`config.mk`:
```
export PLATFORM = sky130hd
export DESIGN_NAME = alsu_seg_display
export DESIGN_NICKNAME = d
export VERILOG_FILES = /design/src/rtl/alsu_seg_display.sv
export SDC_FILE = /design/constraint.sdc
export NUM_CORES = 1
export LEC_CHECK = 0
export ABC_AREA = 1
export BUFFER_PORTS_ARGS = -buffer_cell sky130_fd_sc_hd__buf_2
export CAP_MARGIN = 30
export CORE_MARGIN = 2
export CORE_UTILIZATION = 50
export DETAILED_ROUTE_END_ITERATION = 10
export PLACE_DENSITY_LB_ADDON = 0.15
export SLEW_MARGIN = 20
export SYNTH_ARGS = -nofsm -noshare
export SYNTH_HDL_FRONTEND = slang
export SYNTH_SLANG_ARGS = --single-unit
```
`constraint.sdc`:
```
create_clock -name i_clk -period 2.27 [get_ports i_clk]
set_input_delay 0.5675 -clock i_clk [delete_from_list [all_inputs] [get_ports i_clk]]
set_output_delay 0.5675 -clock i_clk [all_outputs]
set_load 0.01 [all_outputs]
```
`src/rtl/alsu_seg_display.sv`:
```
// alsu_seg_display
//   Display stage for the ALSU. Shows the 6-bit result in decimal on a
//   4-digit multiplexed 7-segment display. A blinking 'E' in the leftmost
//   digit flags an invalid op (any LED bit set). The value is snapshotted
//   once per scan frame, converted with an iterative double-dabble and
//   applied at the next frame boundary, so a frame never mixes two values.
// Ports
//   i_clk          system clock, posedge
//   i_rst          synchronous active-high reset
//   i_out_val[5:0] ALSU result, 0..63
//   i_leds_in[15:0] ALSU LED word, error = |i_leds_in
//   o_anode[3:0]   digit enables, active-low, bit0 = rightmost digit
//   o_cathode[6:0] segments {g,f,e,d,c,b,a}, active-low
//   o_frame_start  one-cycle pulse at each scan-frame boundary
//   o_conv_busy    high while the BCD conversion shifts
//
// Converter states
//   state   | meaning
//   S_IDLE  | waiting for a frame boundary
//   S_SHIFT | six double-dabble iterations
//   S_DONE  | result copied to the hold registers
module alsu_seg_display #(
  parameter int    REFRESH_DIV  = 50000,
  parameter int    BLINK_FRAMES = 64,
  parameter string LEAD_ZERO    = "OFF"
) (
  input  logic        i_clk,
  input  logic        i_rst,
  input  logic [5:0]  i_out_val,
  input  logic [15:0] i_leds_in,
  output logic [3:0]  o_anode,
  output logic [6:0]  o_cathode,
  output logic        o_frame_start,
  output logic        o_conv_busy
);

  localparam int CW    = $clog2(REFRESH_DIV);
  localparam int FW    = (BLINK_FRAMES > 1) ? $clog2(BLINK_FRAMES) : 1;
  localparam bit LZ_ON = (LEAD_ZERO == "ON");

  // Internal digit symbols: 0..9 are decimal digits.
  localparam logic [3:0] SYM_E     = 4'hE;
  localparam logic [3:0] SYM_BLANK = 4'hF;

  localparam logic [1:0] S_IDLE  = 2'd0;
  localparam logic [1:0] S_SHIFT = 2'd1;
  localparam logic [1:0] S_DONE  = 2'd2;

  logic [CW-1:0] r_cnt;
  logic [1:0]    r_idx;
  logic          r_frame_start;
  logic [1:0]    r_state;
  logic [5:0]    r_bin;
  logic [6:0]    r_bcd;
  logic [2:0]    r_bits;
  logic          r_err_s;
  logic [3:0]    r_hold_ones, r_hold_tens;
  logic          r_hold_err;
  logic [3:0]    r_disp_ones, r_disp_tens;
  logic          r_disp_err;
  logic [FW-1:0] r_fcnt;
  logic          r_phase;
  logic [3:0]    r_anode;
  logic [6:0]    r_cathode;

  logic          w_tick;
  logic [3:0]    w_ones_adj;
  logic [3:0]    w_ones_nxt, w_tens_nxt;
  logic          w_err_nxt, w_phase_nxt;
  logic [3:0]    w_sym;

  function automatic logic [6:0] seg7(input logic [3:0] sym);
    case (sym)
      4'd0:    seg7 = 7'b1000000;
      4'd1:    seg7 = 7'b1111001;
      4'd2:    seg7 = 7'b0100100;
      4'd3:    seg7 = 7'b0110000;
      4'd4:    seg7 = 7'b0011001;
      4'd5:    seg7 = 7'b0010010;
      4'd6:    seg7 = 7'b0000010;
      4'd7:    seg7 = 7'b1111000;
      4'd8:    seg7 = 7'b0000000;
      4'd9:    seg7 = 7'b0010000;
      SYM_E:   seg7 = 7'b0000110;
      default: seg7 = 7'b1111111;
    endcase
  endfunction

  // Scan timing.
  assign w_tick = (r_cnt == CW'(REFRESH_DIV - 1));

  always_ff @(posedge i_clk) begin
    if (i_rst) begin
      r_cnt         <= '0;
      r_idx         <= 2'd0;
      r_frame_start <= 1'b0;
    end else begin
      r_cnt         <= w_tick ? '0 : r_cnt + CW'(1);
      if (w_tick) r_idx <= r_idx + 2'd1;
      r_frame_start <= w_tick && (r_idx == 2'd3);
    end
  end

  // Tens of a 6-bit value never exceeds 6, so before any shift it is at
  // most 3 and never needs the add-3 step; only the ones nibble is adjusted.
  assign w_ones_adj = (r_bcd[3:0] > 4'd4) ? r_bcd[3:0] + 4'd3 : r_bcd[3:0];

  always_ff @(posedge i_clk) begin
    if (i_rst) begin
      r_state     <= S_IDLE;
      r_bin       <= 6'd0;
      r_bcd       <= 7'd0;
      r_bits      <= 3'd0;
      r_err_s     <= 1'b0;
      r_hold_ones <= 4'd0;
      r_hold_tens <= SYM_BLANK;
      r_hold_err  <= 1'b0;
    end else begin
      case (r_state)
        S_IDLE: begin
          if (r_frame_start) begin
            r_bin   <= i_out_val;
            r_err_s <= |i_leds_in;
            r_bcd   <= 7'd0;
            r_bits  <= 3'd0;
            r_state <= S_SHIFT;
          end
        end
        S_SHIFT: begin
          r_bcd  <= {r_bcd[5:4], w_ones_adj, r_bin[5]};
          r_bin  <= {r_bin[4:0], 1'b0};
          r_bits <= r_bits + 3'd1;
          if (r_bits == 3'd5) r_state <= S_DONE;
        end
        S_DONE: begin
          r_hold_ones <= r_bcd[3:0];
          r_hold_tens <= {1'b0, r_bcd[6:4]};
          r_hold_err  <= r_err_s;
          r_state     <= S_IDLE;
        end
        default: r_state <= S_IDLE;
      endcase
    end
  end

  // Next-cycle display contents. The output registers are fed from these so
  // the very first digit of a new frame already uses the newly loaded value.
  assign w_ones_nxt  = r_frame_start ? r_hold_ones : r_disp_ones;
  assign w_tens_nxt  = r_frame_start ? r_hold_tens : r_disp_tens;
  assign w_err_nxt   = r_frame_start ? r_hold_err  : r_disp_err;
  assign w_phase_nxt = (r_frame_start && (r_fcnt == FW'(BLINK_FRAMES - 1))) ? ~r_phase : r_phase;

  always_ff @(posedge i_clk) begin
    if (i_rst) begin
      r_disp_ones <= 4'd0;
      r_disp_tens <= SYM_BLANK;
      r_disp_err  <= 1'b0;
      r_fcnt      <= '0;
      r_phase     <= 1'b0;
    end else begin
      r_disp_ones <= w_ones_nxt;
      r_disp_tens <= w_tens_nxt;
      r_disp_err  <= w_err_nxt;
      r_phase     <= w_phase_nxt;
      if (r_frame_start)
        r_fcnt <= (r_fcnt == FW'(BLINK_FRAMES - 1)) ? '0 : r_fcnt + FW'(1);
    end
  end

  always_comb begin
    w_sym = SYM_BLANK;
    case (r_idx)
      2'd0: w_sym = w_ones_nxt;
      2'd1: begin
        if (!(w_tens_nxt == 4'd0 && !LZ_ON)) w_sym = w_tens_nxt;
      end
      2'd3: w_sym = w_err_nxt ? SYM_E : SYM_BLANK;
      default: w_sym = SYM_BLANK;
    endcase
  end

  always_ff @(posedge i_clk) begin
    if (i_rst) begin
      r_anode   <= 4'b1111;
      r_cathode <= 7'b1111111;
    end else begin
      r_anode   <= (w_err_nxt && w_phase_nxt) ? 4'b1111 : ~(4'b0001 << r_idx);
      r_cathode <= seg7(w_sym);
    end
  end

  assign o_anode       = r_anode;
  assign o_cathode     = r_cathode;
  assign o_frame_start = r_frame_start;
  assign o_conv_busy   = (r_state == S_SHIFT);

endmodule
```
# Word level (Yosys, flattened, before mapping)
# Memory sizes are Yosys's and may differ from the RTL's. A register that Yosys moved wholly into a read port is not among the register bits.
# Cells that the tools add are included.
# word_totals
reg_bits,67
romBits,112
inputBits,24
word_cells,67
memories,1
# memory_table
name,depth,word_bits,read_ports,rd_clocked_by_memory_dff,wr,line_no,text
(no name shown),16,7,1,1,0,73,case (sym)
# op_classes
n_addsub,5
magnitude_cmp,1
n_eq_ne,9
n_shift,1
muxes,18
n_bitwise,2
n_reduce_logical,13
# op_table
cell,n
16-bit by 1-bit adder with 16-bit output (second input constant),1
16-bit equality test (second input constant),1
4-bit 2-to-1 mux,4
16-bit OR reduction,1
7-bit one-hot mux with 2 select lines,1
6-bit 2-to-1 mux,2
4-bit one-hot mux with 3 select lines,1
6-bit one-hot mux with 2 select lines,1
7-bit 2-to-1 mux,1
6-bit by 1-bit adder with 6-bit output (second input constant),1
6-bit equality test (second input constant),1
3-bit one-hot mux with 2 select lines,1
2-bit AND reduction,3
4-bit by 2-bit adder with 4-bit output (second input constant),1
2-bit by 1-bit equality test with 1-bit output (second input constant),2
2-bit equality test (second input constant),2
4-bit by 3-bit greater-than comparator with 1-bit output (second input constant),1
2-bit logical NOT,2
4-bit logical NOT,1
2-bit 2-to-1 mux,2
4-bit NOT,1
2-bit one-hot mux with 2 select lines,1
2-bit OR reduction,2
1-bit by 2-bit << shifter with 4-bit output (first input constant),1
10 further kinds,14

# Logic depth before layout (Yosys ltp)
# depth
depth_word,5
mapped_depth,15
depth_no_buf,14

# Worst setup path after synthesis
# Ideal clock, no wire load.
# synth_timing
kind,reg-to-reg
from,"register r_frame_start, in the netlist o_frame_start"
to,"register r_cathode[4], in the netlist o_cathode[4]"
setup_ns,0.062
t_arrival_ns,1.880
required_time_ns,2.208
slack_ns,0.328
path_stages_with_launch,14
path_buffers,1
synth_period_minus_slack_ns,1.942
path_cell_list,dfxtp_1 inv_2 buf_6 nand2_1 nand2_1 nor2_1 nand2_2 a21boi_0 nand2b_1 inv_1 ha_1 nand3b_1 or2_0 nand3_1
# synth_via
elab_chain_len,4
# synth_rtl
element,line_no,text
from (decl),51,logic r_frame_start;
from (signal assigned),100,r_frame_start <= w_tick && (r_idx == 2'd3);
4-bit 2-to-1 mux,149,assign w_tens_nxt = r_frame_start ? r_hold_tens : r_disp_tens;
4-bit logical NOT,175,if (!(w_tens_nxt == 4'd0 && !LZ_ON)) w_sym = w_tens_nxt;
4-bit 2-to-1 mux,175,
4-bit one-hot mux with 3 select lines *,172,case (r_idx)
to (decl),64,logic [6:0] r_cathode;
# Mark *: on every way between the ends. The rest lies on a longest branch, timed or not.
# A chain may end at the register's enable or synchronous reset.

# Worst setup path in the final report
# Ends and elaborated chain as after synthesis.

==> results.py <==
metrics = {
    "outcome": {
        "status": "finished, final reports clean",
    },
    "drt": {
        "drt-wirelength-per-cell_um": 11.4,
        "drc": 0,
        "via_per_inst": 4.99,
        "drtIter0Drc": 130,
        "route.vias.total": 2717,
        "wirelength_um": 6200,
        "ant_nets": 0,
        "dr.pass1.iters": 6,
    },
    "critical_path": {
        "r2r_setup_slack_ns": 0.31,
        "start_kind": "flop",
        "cp-end-kind": "flop",
        "required_ns": 2.56,
        "crit_type": "reg -> reg",
        "worst-endpoint-arrival_ns": 2.25,
        "cp_max_fo": 11,
    },
    "timing": {
        "clock.fmax_ghz": 0.509,
        "whs_ns": 0.453,
        "setup_viol": 0,
        "slew_viol_final": 0,
        "fin_crit_ns": 1.96,
        "worstMarginPinSlew_ns": 0.488,
        "setup_tns_ns": 0,
        "fin_crit_sh": 0.865,
        "grt_setup_unrepaired": "false",
        "relSlewSlack": 0.674,
        "finClkSkew_ns": 0.00702,
        "hold_viol": 0,
    },
    "logic_synthesis": {
        "ys.warnings.count": 0,
        "avgSynthCellArea_um2": 7.67,
        "syn_nets": 464,
        "synth_area_um2": 3260,
        "synth-seq-area-share": 0.455,
        "ys_ff_latch": 74,
        "syn_inst": 425,
        "synth_cell_type_count": 40,
    },
    "clocking": {
        "cts.sinks": 74,
        "cts_inserted_buffers": 9,
        "ctsHoldBuffers": 0,
        "clock_latency_ns": 0.34,
        "h-tree-depth": 3,
        "clk_pin_slew_ns": 0.07,
        "post_cts_buffers": 0,
        "cts_tree": "yes",
        "ctsLongestPathBuffers": 2,
        "cts_resized": 0,
        "cts-root-buf": "clkbuf_8",
    },
    "min_path": {
        "min_path_type": "reg -> reg",
    },
    "floorplanning": {
        "fp.dieW_um": 84.7,
        "initial_core_util": 0.516,
        "die_area_um2": 7180,
        "fp-row-count": 29,
        "dieHeight_um": 84.7,
        "pin_count": 37,
        "coreArea_um2": 6310,
    },
    "cells_and_area": {
        "finalNonFillerCells": 545,
        "layout.nets": 505,
        "final_cell_mix": "85 x nand2_1, 74 x dfxtp_1, 50 x inv_1, 42 x nor2_1, 36 x buf_2",
        "drive_gt1_frac": 0.143,
        "num-fill-cells": 621,
        "final_common_cell": "nand2_1",
        "diodes": 0,
        "area_delta_synth_final_pct": 12.7,
    },
    "place": {
        "place_congestion": 0.927,
        "dp.cells": 532,
        "place_hpwl_um": 4560,
        "port_buffers": 36,
    },
    "grt": {
        "grt_pass1_vias": 2556,
        "gr-total-overflow": 0,
        "grt_pass1_wl_um": 11000,
        "grt_max_degree": 28,
        "grt_usage": 0.188,
        "antenna_found_initial": 0,
    },
    "power_and_ir_drop": {
        "vdd_drop_max_uv": 387,
        "power_density_nw_per_um2": 615,
        "p_leak_nw": 1.58,
    },
    "run": {
        "maxCapViolations": 0,
    },
}
==> kinds of logic after synthesis <==
logic type / count (synthesis) / share of synthesized area
xor+xnor: 3 / 0.00807
simple gates: 189 / 0.263
compound gates: 79 / 0.138
buf+inv: 65 / 0.0791
fa+ha+maj: 15 / 0.0576
flops: 74 / 0.455
==> metal layers <==
metal  vias to the layer above  wire [um]  track usage
met5                         -          0            0
met4                         0         89       0.0981
met3                        10        158       0.0324
met2                        36       2800        0.296
met1                      1204       3160        0.246
li1                       1467          -            -
==> state kept, by name, indices dropped and copies added, names as in the netlist, 2 cells and up <==
signal	count
r_cnt	16
r_idx	2
r_fcnt	6
r_state	2
r_bin	6
r_disp_ones	4
r_disp_tens	4
o_anode	4
o_cathode	7
r_bcd	7
r_hold_tens	4
r_bits	3
r_hold_ones	4
==> path summary, 6_finish.rpt <==
kind                            cells after the start            to     startpoint
worst max-delay path                               12  o_cathode[4]  o_frame_start
worst min-delay path                                1      r_cnt[0]       r_cnt[0]
worst max register to register                     12  o_cathode[4]  o_frame_start
worst min register to register                      1      r_cnt[0]       r_cnt[0]
==> final cells by class <==
| class | instances | area (um^2) | share of cell area |
|---|---|---|---|
| clock buffer | 13 | 159 | 0.0433 |
| inverter | 55 | 206 | 0.0562 |
| multi-input combinational | 286 | 1520 | 0.414 |
| sequential | 74 | 1480 | 0.403 |
| tap | 77 | 96.3 | 0.0262 |
| timing repair buffer | 40 | 210 | 0.0572 |
==> synth_stat cells <==
library cell | instances | area share
nand2b_1 | 1 | 0.0019
a31oi_1 | 6 | 0.012
nand4_1 | 3 | 0.0058
inv_1 | 50 | 0.058
nor3_4 | 1 | 0.0050
nor2_1 | 42 | 0.048
o22ai_1 | 3 | 0.0058
buf_4 | 1 | 0.0023
nand3b_1 | 4 | 0.0092
o221ai_1 | 2 | 0.0054
a21oi_1 | 27 | 0.041
xor2_1 | 3 | 0.0081
o21ai_1 | 3 | 0.0046
o21ai_0 | 28 | 0.043
nor2_2 | 2 | 0.0038
nor3b_1 | 3 | 0.0069
o211ai_1 | 1 | 0.0023
inv_2 | 4 | 0.0046
o21a_1 | 2 | 0.0046
dfxtp_1 | 74 | 0.45
a2bb2oi_1 | 1 | 0.0027
or3_1 | 1 | 0.0019
or2_1 | 4 | 0.0077
clkbuf_1 | 6 | 0.0069
clkinv_1 | 1 | 0.0012
nand2_1 | 85 | 0.098
nand2_2 | 5 | 0.0096
nand2_4 | 1 | 0.0035
nor4_1 | 4 | 0.0077
buf_2 | 2 | 0.0031
nand3_2 | 1 | 0.0031
or2_0 | 1 | 0.0019
o32ai_1 | 3 | 0.0081
or2_2 | 2 | 0.0038
buf_6 | 1 | 0.0035
nand3_1 | 21 | 0.032
ha_1 | 15 | 0.058
a21boi_0 | 1 | 0.0023
a32o_1 | 2 | 0.0061
nor3_1 | 8 | 0.012
==> critical path: stages (launching register included) <==
cell	delay (ns)
dfxtp_1	0.38
inv_2	0.13
nand2_1	0.08
nand2_1	0.06
nor2_1	0.12
nand2_2	0.09
a21boi_0	0.13
nand2b_1	0.20
inv_1	0.10
ha_1	0.18
nand3b_1	0.16
or2_0	0.23
nand3_1	0.06
==> through the flow <==
step	worst slack, ns	cell area [um^2]	util	power (mW)
global route	0.0500	3670	0.582	2.33
CTS	0.295	3670	0.582	2.29
global placement	0.348	3510	0.556	1.41
floorplan	0.328	3260	-	1.38
finish	0.306	3670	0.582	2.26
detailed placement	0.305	3510	0.556	1.42
==> report_power, final <==
group,switching [mW],leakage (nW),total [mW],internal (mW)
clock network,0.436,0.0815,0.876,0.440
logic,0.0402,0.900,0.0712,0.0310
registers,0.00403,0.600,1.31,1.31
(Power assumes the default switching activity.)
